===== config.mk =====
export PLATFORM = sky130hd
export DESIGN_NAME = meta_buffer
export DESIGN_NICKNAME = d
export VERILOG_FILES = /design/src/rtl/meta_buffer.sv
export SDC_FILE = /design/constraint.sdc
export NUM_CORES = 1
export LEC_CHECK = 0
export CORE_MARGIN = 2
export CORE_UTILIZATION = 48
export DETAILED_ROUTE_END_ITERATION = 10
export PLACE_DENSITY_LB_ADDON = 0.2
export SETUP_SLACK_MARGIN = 0.3
export SYNTH_ARGS = -nofsm -noshare
export SYNTH_HDL_FRONTEND = slang
export SYNTH_SLANG_ARGS = --single-unit

===== constraint.sdc =====
create_clock -name clk_i -period 2.4 [get_ports clk_i]
set_input_delay 0.48 -clock clk_i [delete_from_list [all_inputs] [get_ports clk_i]]
set_output_delay 0.48 -clock clk_i [all_outputs]
set_load 0.01 [all_outputs]

===== src/rtl/meta_buffer.sv =====
// rtl/meta_buffer.sv - circular FIFO of global/segment-level meta entries
//
// Purpose: buffers meta entries between the control machine (enqueue side)
// and the data controller (dequeue side) in strict FIFO order.
//
// Parameters:
//   Depth        - number of entries, power of two, at least 2
//   meta_glb_t   - global meta payload type
//   meta_seglv_t - segment-level meta payload type
//
// Ports:
//   clk_i        - clock, rising edge
//   rst_ni       - asynchronous active-low reset
//   enq_valid_i  - entry offered
//   enq_ready_o  - buffer not full (registered state only)
//   enq_glb_i    - global meta to enqueue
//   enq_seglv_i  - segment-level meta to enqueue
//   deq_valid_o  - head entry available
//   deq_ready_i  - head entry consumed
//   deq_glb_o    - head global meta
//   deq_seglv_o  - head segment-level meta
//   usage_o      - number of stored entries
//   empty_o      - usage_o == 0
//
// Build option: META_BUF_FALL_THROUGH_EN - when defined, an empty buffer
// presents the enqueue side directly on the dequeue side in the same cycle.
module meta_buffer #(
  parameter int unsigned Depth        = 4,
  parameter type         meta_glb_t   = logic,
  parameter type         meta_seglv_t = logic
) (
  input  logic                       clk_i,
  input  logic                       rst_ni,
  input  logic                       enq_valid_i,
  output logic                       enq_ready_o,
  input  meta_glb_t                  enq_glb_i,
  input  meta_seglv_t                enq_seglv_i,
  output logic                       deq_valid_o,
  input  logic                       deq_ready_i,
  output meta_glb_t                  deq_glb_o,
  output meta_seglv_t                deq_seglv_o,
  output logic [$clog2(Depth):0]     usage_o,
  output logic                       empty_o
);

  localparam int unsigned PtrW = $clog2(Depth);
  localparam int unsigned CntW = PtrW + 1;

  meta_glb_t       glb_mem   [Depth];
  meta_seglv_t     seglv_mem [Depth];

  logic [PtrW-1:0] wr_ptr_q;
  logic [PtrW-1:0] rd_ptr_q;
  logic [CntW-1:0] usage_q;

  logic            is_full;
  logic            is_empty;
  logic            bypass;
  logic            push;
  logic            pop;

  assign is_full     = (usage_q == CntW'(Depth));
  assign is_empty    = (usage_q == '0);

  // Ready comes from stored state only, so a pop in the same cycle never
  // frees a slot for a simultaneous push into a full buffer.
  assign enq_ready_o = !is_full;

`ifdef META_BUF_FALL_THROUGH_EN
  assign deq_valid_o = is_empty ? enq_valid_i : 1'b1;
  assign deq_glb_o   = is_empty ? enq_glb_i   : glb_mem[rd_ptr_q];
  assign deq_seglv_o = is_empty ? enq_seglv_i : seglv_mem[rd_ptr_q];
  // Entry consumed straight off the enqueue side: storage, pointers and
  // usage are left untouched.
  assign bypass      = is_empty && enq_valid_i && deq_ready_i;
`else
  assign deq_valid_o = !is_empty;
  assign deq_glb_o   = glb_mem[rd_ptr_q];
  assign deq_seglv_o = seglv_mem[rd_ptr_q];
  assign bypass      = 1'b0;
`endif

  assign push = enq_valid_i && enq_ready_o && !bypass;
  assign pop  = deq_valid_o && deq_ready_i && !bypass;

  // Storage is intentionally not reset; the head is only meaningful while
  // deq_valid_o is high.
  always_ff @(posedge clk_i) begin
    if (push) begin
      glb_mem[wr_ptr_q]   <= enq_glb_i;
      seglv_mem[wr_ptr_q] <= enq_seglv_i;
    end
  end

  // Depth is a power of two, so the pointers wrap by plain overflow.
  always_ff @(posedge clk_i or negedge rst_ni) begin
    if (!rst_ni) begin
      wr_ptr_q <= '0;
      rd_ptr_q <= '0;
      usage_q  <= '0;
    end else begin
      if (push) begin
        wr_ptr_q <= wr_ptr_q + PtrW'(1);
      end
      if (pop) begin
        rd_ptr_q <= rd_ptr_q + PtrW'(1);
      end
      case ({push, pop})
        2'b10:   usage_q <= usage_q + CntW'(1);
        2'b01:   usage_q <= usage_q - CntW'(1);
        default: usage_q <= usage_q;
      endcase
    end
  end

  assign usage_o = usage_q;
  assign empty_o = is_empty;

endmodule


After elaboration in Yosys (flattened, before gate mapping)
Memory sizes are Yosys's and may differ from the RTL's.
Index checks and enable logic that the tools add are counted.
{"block": "totals", "regBits": 7, "ram_bits": 8, "input_bits": 6, "output_inout_bits": 8, "mem_count": 2}
{"block": "classes", "n_addsub": 4, "n_eq_ne": 3, "muxes": 3, "n_reduce_logical": 6}
{"name": "glb_mem", "depth": 4, "word_bits": 1, "rd": 1, "rd_clocked_by_memory_dff": 0, "wr": 1, "line_no": "49", "rtl": "meta_glb_t glb_mem [Depth];"}
{"name": "seglv_mem", "depth": 4, "word_bits": 1, "rd": 1, "rd_clocked_by_memory_dff": 0, "wr": 1, "line_no": "50", "rtl": "meta_seglv_t seglv_mem [Depth];"}
{"cell": "$pmux 3 s2", "count": 1}
{"cell": "$add 2x1->2 const B", "count": 2}
{"cell": "$add 3x1->3 const B", "count": 1}
{"cell": "$eq 3x3->1 const B", "count": 1}
{"cell": "$logic_not 3->1", "count": 1}
{"cell": "$sub 3x1->3 const B", "count": 1}
{"cell": "$eq 2x1->1 const B", "count": 1}
{"cell": "$eq 2x2->1 const B", "count": 1}
{"cell": "$logic_and 1x1->1", "count": 2}
{"cell": "$logic_not 1->1", "count": 2}
{"cell": "$mux 1", "count": 2}
{"cell": "$reduce_bool 2->1", "count": 1}

Longest topological paths before layout
Gate-level depths: netlist of run 1.
{"block": "logic_depth", "word_depth": 5, "ltp_mapped": 9}

Least setup slack after synthesis of run 1
OpenSTA, ideal clock, no wires.
{"block": "synth_timing", "path_type": "reg2reg", "startpoint": "register usage_q[0] (netlist: usage_o[0])", "endpoint": "register usage_q[2] (netlist: usage_o[2])", "setup_time_ns": 0.079, "arrival_time_ns": 2.080, "required_time_ns": 2.321, "setup_slack_ns": 0.241, "stages_incl_launch_ff": 10, "synth_period_minus_slack_ns": 2.159, "cell_sequence": "dfrtp_1 or3b_4 and2_4 inv_1 ha_1 inv_1 fa_1 xor2_1 nor2_1 xor2_1"}
{"block": "synth_between", "elab_chain_len": 5, "word_cells_on_any_way": 12, "cone_classes": "2 x add/sub; 3 x eq/ne; 1 x mux; 6 x reduce/logical"}
{"element": "from (decl)", "line_no": "54", "rtl": "logic [CntW-1:0] usage_q;"}
{"element": "from (signal assigned)", "line_no": "109", "rtl": "2'b10: usage_q <= usage_q + CntW'(1);"}
{"element": "from (signal assigned)", "line_no": "110", "rtl": "2'b01: usage_q <= usage_q - CntW'(1);"}
{"element": "from (signal assigned)", "line_no": "111", "rtl": "default: usage_q <= usage_q;"}
{"element": "$eq 3x3->1 (*)", "line_no": "62", "rtl": "assign is_full = (usage_q == CntW'(Depth));"}
{"element": "$logic_not 1->1 (*)", "line_no": "67", "rtl": "assign enq_ready_o = !is_full;"}
{"element": "via enq_ready_o", "line_no": "35", "rtl": "output logic enq_ready_o,"}
{"element": "$logic_and 1x1->1 (*)", "line_no": "83", "rtl": "assign push = enq_valid_i && enq_ready_o && !bypass;"}
{"element": "$eq 2x1->1 or $eq 2x2->1 (tied branches)", "line_no": "108", "rtl": "case ({push, pop})"}
{"element": "$pmux 3 s2 or $reduce_bool 2->1 (tied branches)"}
Mark *: on every way through the listed nets, which the timed path passes. The rest lies on a longest branch.
A chain may end at the register's enable or synchronous reset.

Worst setup path after layout of run 1
{"block": "layout_timing", "startpoint": "register usage_q[0] (netlist: usage_o[0])", "endpoint": "register usage_q[2] (netlist: usage_o[2])"}
{"block": "layout_between", "elab_chain_len": 5, "word_cells_on_any_way": 12, "cone_classes": "2 x add/sub; 3 x eq/ne; 1 x mux; 6 x reduce/logical"}
{"element": "$eq 3x3->1 or $logic_not 3->1 (tied branches)", "line_no": "62, 63"}
{"element": "$logic_not 1->1 (on tied branches)", "line_no": "67, 77"}
{"element": "$logic_and 1x1->1 (on tied branches)", "line_no": "83, 84"}
{"element": "$eq 2x1->1 or $eq 2x2->1 (tied branches)", "line_no": "108"}
{"element": "$pmux 3 s2 or $reduce_bool 2->1 (tied branches)"}
Several ways; a longest one is shown, not always the timed one.

==> flow_summary.yaml, run 1 <==
yosys:
  synth_top_flop_cell: "edfxtp_1"
  synth_cell_types: 17
  synth_warnings: 0
  synthAdderAreaFrac_pct: 11.4
  synth_top_family_by_area: "adder cells"
  syn_avg_cell_area_sq_um: 15.0
  synth_top_area_share_pct: 33.3
  synth_area_sq_um: 722
  yosys_register_bits: 15
  synth_cells: 48
  synthTopCellsByCount: "8 x edfxtp_1, 7 x dfrtp_1, 7 x inv_1, 5 x ha_1, 4 x and3_2"
  yosysTopAreaCell: "edfxtp_1"
  synthArstFlopShare_pct: 46.7
  seq_area_frac_synth_pct: 57.5
  syn-num-nets: 60
  synth-simple-area-share_pct: 9.01
  yosysMostFrequentCell: "edfxtp_1"
  yosys-top-cells-area: "edfxtp_1 33%, dfrtp_1 24%, ha_1 8.7%"
  synth-xor-area-share_pct: 7.28
  muxShareOfSynthArea_pct: 9.71
  synth_compound_area_share_pct: 1.39
  synth_edf_count: 8
timing:
  fmax_mhz: 474
  worstMarginPinSlew_ns: 0.355
  finalCritPeriodShare_pct: 87.8
  layout_min_cycle_time_ns: 2.11
  relSlewSlack_pct: 76.3
  fin_tns_setup_ns: 0
  finalSetupViolations: 0
  timing.final.ws_setup_ns: 0.292
  drv_slew: 0
  rsz0062_at_grt: "yes"
  hold_viol: 0
  skew_ns: 0.0101
setup_path:
  cp_slowest_cell: "dfrtp_2"
  cp_slowest_stage_delay_ns: 0.42
  cp-start-kind: "register"
  critPathMaxFanout: 3
  r2r-start: "usage_o[0]"
  crit_path_end_kind: "register"
  crit_type: "reg -> reg"
  worstPathRequired_ns: 2.61
  ff2ff_path_depth: 10
  cp.arrival_ns: 2.32
  r2r-end: "usage_o[2]"
  reg2reg_setup_slack_ns: 0.29
  path_cells: "buf_6 -> or3b_4 -> and2_4 -> inv_2 -> ha_4 -> inv_2 -> fa_2 -> xor2_1 -> nor2_1 -> xor2_1"
layout:
  area_growth_syn_to_layout_pct: 33.8
  multiInputGateArea_sq_um: 295
  layout.area.seq_sq_um: 418
  antennaDiodeCount: 0
  drive_gt1_share_pct: 41.1
  fill_cells: 110
  layout.nets: 86
clock_tree:
  cts_inserted_buffers: 3
  cts_tree: "built"
  clock-sinks: 15
  clk_pin_slew_ns: 0.09
  ctsHoldBuffers: 0
  h-tree-depth: 1
  cts.path.max_buffers: 2
  clkLatencyLatePin_ns: 0.28
  cts_root_buf: "clkbuf_4"
worst_hold_path:
  worst_hold_path_type: "in -> async"
placed_design:
  hpwl_um: 957
  portBuffers: 13
  pre_cts_ws_ns: 0.149
  place.gp.congestion: 0.656
detailed_routing:
  via_count: 433
  vias_per_cell: 4.92
  drtIter0Drc: 0
  drt_first_pass_iters: 1
  drt-total-wl_mm: 1.34
  drc_errors: 0
  wl_per_cell_um: 15.2
  ant_nets: 0
die:
  num_io_pins: 14
  dieArea_sq_um: 1830
  start_util_pct: 53.5
  die_h_um: 42.8
  core_region_area_sq_um: 1350
  num_rows: 13
  die_w_um: 42.8
power_and_ir_drop:
  ir_drop_v: 0.000653
  power_density_nw_per_um2: 1250
  power_leakage_nw: 0.427
global_routing:
  grt_pass1_wl_mm: 2.32
  gr-usage-all-layers_pct: 18.3
  grt_antenna_before_repair: 0
  grt.overflow.total: 0
  grt_max_degree: 9
  first_global_vias: 500
outcome:
  status: "completed"
run:
  max_cap_viol_count: 0
-- flip-flops by register name, summed over array words and instances, names as in the netlist --
signal and flops:
seglv_mem 4, rd_ptr_q 2, glb_mem 4, usage_o 3, wr_ptr_q 2
-- what timing repair did --
action | in CTS | in global routing
setup endpoints to repair | 6 | 4
buffers inserted | 8 | 0
gates resized for setup | 10 | 5
pin swaps | 5 | 3
-- metal layers --
layer,part of all wire [%],vias up,GRT usage (%)
li1,-,214,-
met1,41,212,21.1
met2,56,5,31.2
met3,2.5,2,4.26
met4,0.60,0,9.38
met5,0,-,0
-- cell usage in the layout, fill, tap and decap left out, types with 2 or more instances in the layout --
cell type | netlist | layout
and3_2 | 4 | 4
buf_4 | 0 | 7
clkbuf_2 | 0 | 2
clkbuf_4 | 0 | 3
clkdlybuf4s50_1 | 0 | 8
dfrtp_1 | 7 | 5
dfrtp_2 | 0 | 2
dlygate4sd2_1 | 0 | 2
edfxtp_1 | 8 | 8
ha_1 | 5 | 4
inv_1 | 7 | 5
inv_2 | 0 | 2
mux4_2 | 2 | 2
xnor2_1 | 3 | 3
xor2_1 | 3 | 3
-- critical path, delay by kind of cell, from the launching register on --
kind | cells | cell delay (ns)
adder cells (fa/ha/maj) | 2 | 0.44
AND/OR/NAND/NOR | 3 | 0.67
XOR/XNOR | 2 | 0.30
flip-flops | 1 | 0.42
buffers and inverters | 3 | 0.20
-- how the worst max path moves through the flow --
stage	startpoint	end	slack, ns	depth (start not counted)
2_1_floorplan	usage_o[1]	usage_o[2]	0.31	9
3_3_place_gp	enq_valid_i	usage_o[2]	0.17	9
3_5_place_dp	enq_valid_i	usage_o[2]	0.15	9
4_1_cts	usage_o[0]	usage_o[2]	0.24	10
5_1_grt	usage_o[0]	usage_o[2]	0.18	10
6_report	usage_o[0]	usage_o[2]	0.29	10
-- cells by family after synthesis --
family,Yosys count
adder cells (fa/ha/maj),6
AO/OA/AOI/OAI,1
buffers and inverters,7
flip-flops,15
multiplexers,4
XOR/XNOR,6
AND/OR/NAND/NOR,9
-- where the power goes --
group | leakage, nW | total (mW) | internal (mW) | switching [mW]
sequential | 0.153 | 0.438 | 0.371 | 0.0671
clock | 0.0150 | 0.141 | 0.0644 | 0.0769
combinational | 0.259 | 0.627 | 0.359 | 0.268
total | 0.427 | 1.21 | 0.794 | 0.412
-- final cells by class --
class	instances	area share, %
Clock buffer	4	2.72
Inverter	7	2.72
Multi-Input combinational cell	26	30.6
Sequential cell	15	43.3
Tap cell	15	1.94
Timing Repair Buffer	21	18.8
-- per-stage QoR --
| step | instances | hold slack [ns] | power, mW | instance area (sq um) | util [%] |
|---|---|---|---|---|---|
| 6_report | 88 | 0.465 | 1.21 | 966 | 71.5 |
| 5_1_grt | 88 | 0.492 | 1.30 | 966 | 71.5 |
| 4_1_cts | 88 | 0.466 | 1.20 | 972 | 72.0 |
| 3_5_place_dp | 76 | 0.520 | 0.985 | 877 | 65.0 |
| 3_3_place_gp | 76 | 0.511 | 0.968 | 877 | 65.0 |
| 2_1_floorplan | 48 | 0.184 | 0.768 | 728 | - |
No activity file was read; power rests on OpenSTA's default activity.
==> run 2, diff against run 1 <==
HOLD_SLACK_MARGIN = 0.06   (was not set)
==> results of run 2 <==
Final layout, timing and power as in run 1 (identical DEF).
==> run 3, diff against run 2 <==
HOLD_SLACK_MARGIN = 0.12   (was 0.06)
REMOVE_ABC_BUFFERS = 1   (was not set)
==> flow_summary.yaml, run 3 (synthesis results as in run 1) <==
outcome:
  status: "completed"
global_routing:
  grt_pass1_wl_mm: 2.06
  grt_antenna_before_repair: 0
  gr-usage-all-layers_pct: 15.4
  grt.overflow.total: 0
  first_global_vias: 460
  grt_max_degree: 10
die:
  dieArea_sq_um: 1830
  die_h_um: 42.8
  num_io_pins: 14
  num_rows: 13
  start_util_pct: 53.5
  core_region_area_sq_um: 1350
  die_w_um: 42.8
timing:
  fmax_mhz: 484
  rsz0062_at_grt: "yes"
  relSlewSlack_pct: 77.4
  finalSetupViolations: 0
  hold_viol: 0
  worstMarginPinSlew_ns: 0.339
  skew_ns: 0.00654
  layout_min_cycle_time_ns: 2.07
  finalCritPeriodShare_pct: 86.1
  fin_tns_setup_ns: 0
  drv_slew: 0
detailed_routing:
  drt-total-wl_mm: 1.13
  drc_errors: 0
  via_count: 416
  wl_per_cell_um: 13.2
  drtIter0Drc: 5
  ant_nets: 0
  drt_first_pass_iters: 2
  vias_per_cell: 4.84
setup_path:
  path_buf_inv: 2
  cp.arrival_ns: 2.23
  critPathMaxFanout: 3
  cp_slowest_stage_delay_ns: 0.41
  cp_slowest_cell: "or3b_4"
  crit_type: "reg -> reg"
  crit_family: "simple AND/OR/NAND/NOR gates"
  path_cells: "or3b_4 -> and2_4 -> inv_1 -> ha_2 -> inv_1 -> fa_2 -> xor2_1 -> nor2_1 -> xor2_1"
  crit_path_end_kind: "register"
  cp-start-kind: "register"
  worstPathRequired_ns: 2.57
run:
  max_cap_viol_count: 0
power_and_ir_drop:
  power_leakage_nw: 0.422
  ir_drop_v: 0.000665
  power_density_nw_per_um2: 1220
clock_tree:
  clock-sinks: 15
  clkLatencyLatePin_ns: 0.28
  cts.path.max_buffers: 2
  cts_tree: "built"
  clk_pin_slew_ns: 0.09
  h-tree-depth: 1
  ctsHoldBuffers: 0
  cts_inserted_buffers: 3
  cts_root_buf: "clkbuf_4"
placed_design:
  portBuffers: 13
  place.gp.congestion: 0.699
  hpwl_um: 891
  place_inst: 78
  dpl_cell_area_sq_um: 886
layout:
  fill_cells: 90
  mostFrequentLayoutCells: "9 x clkdlybuf4s50_1, 8 x edfxtp_1, 7 x inv_1, 6 x buf_4, 6 x dfrtp_1"
  drive_gt1_share_pct: 35.2
  fin_cells: 86
  antennaDiodeCount: 0
  final_area_sq_um: 942
  layout_commonest_cell: "clkdlybuf4s50_1"
  layout.nets: 84
  area_growth_syn_to_layout_pct: 30.5
worst_hold_path:
  worst_hold_path_type: "in -> async"
==> run 3: final timing paths <==
check | from | endpoint | slack, ns | cells after the start
max reg2reg | usage_o[0] | usage_o[2] | 0.33 | 9
min | rst_ni | rd_ptr_q[1] | 0.46 | 1
max in group asynchronous | rst_ni | rd_ptr_q[0] | 1.66 | 1
min in group clk_i | rd_ptr_q[1] | rd_ptr_q[1] | 0.53 | 1
max | usage_o[0] | usage_o[2] | 0.33 | 9
min reg2reg | rd_ptr_q[1] | rd_ptr_q[1] | 0.53 | 1
==> run 3: repair_timing <==
action	CTS	global route
pin swaps	2	3
resized for setup	7	3
setup buffers	3	1
endpoints found under the setup margin	6	3
==> run 3: stage by stage <==
step	util, %	setup slack (ns)	total power, mW	hold slack (ns)
final	69.8	0.334	1.15	0.459
after detailed placement	65.6	0.112	0.997	0.520
after global placement	65.6	0.184	0.985	0.512
after global routing	69.8	0.260	1.25	0.473
after floorplan	-	0.241	0.760	0.184
after CTS	69.4	0.310	1.15	0.466
==> run 3: power by group <==
part | internal, mW | total, mW | leakage, nW | switching, mW
logic | 0.338 | 0.583 | 0.250 | 0.244
clock network | 0.0617 | 0.138 | 0.0177 | 0.0764
registers | 0.369 | 0.428 | 0.154 | 0.0586
total | 0.769 | 1.15 | 0.422 | 0.379
==> run 3: layer usage <==
metal  wire [um]  GRT usage [%]  up-vias
met3          65           3.83        2
met5           0              0        -
met4          10           5.63        0
met1         492           18.6      189
met2         566           26.4       13
li1            -              -      212
==> run 3: cell type report <==
cell class              count  area (sq um)  share of cell area (%)
inverters                   7          26.3                    2.79
multi-input cells          26           285                    30.3
flip-flops and latches     15           417                    44.2
clock inverters             1          5.00                   0.531
well taps                  15          18.8                    1.99
clock buffers               3          22.5                    2.39
repair buffers             19           168                    17.8
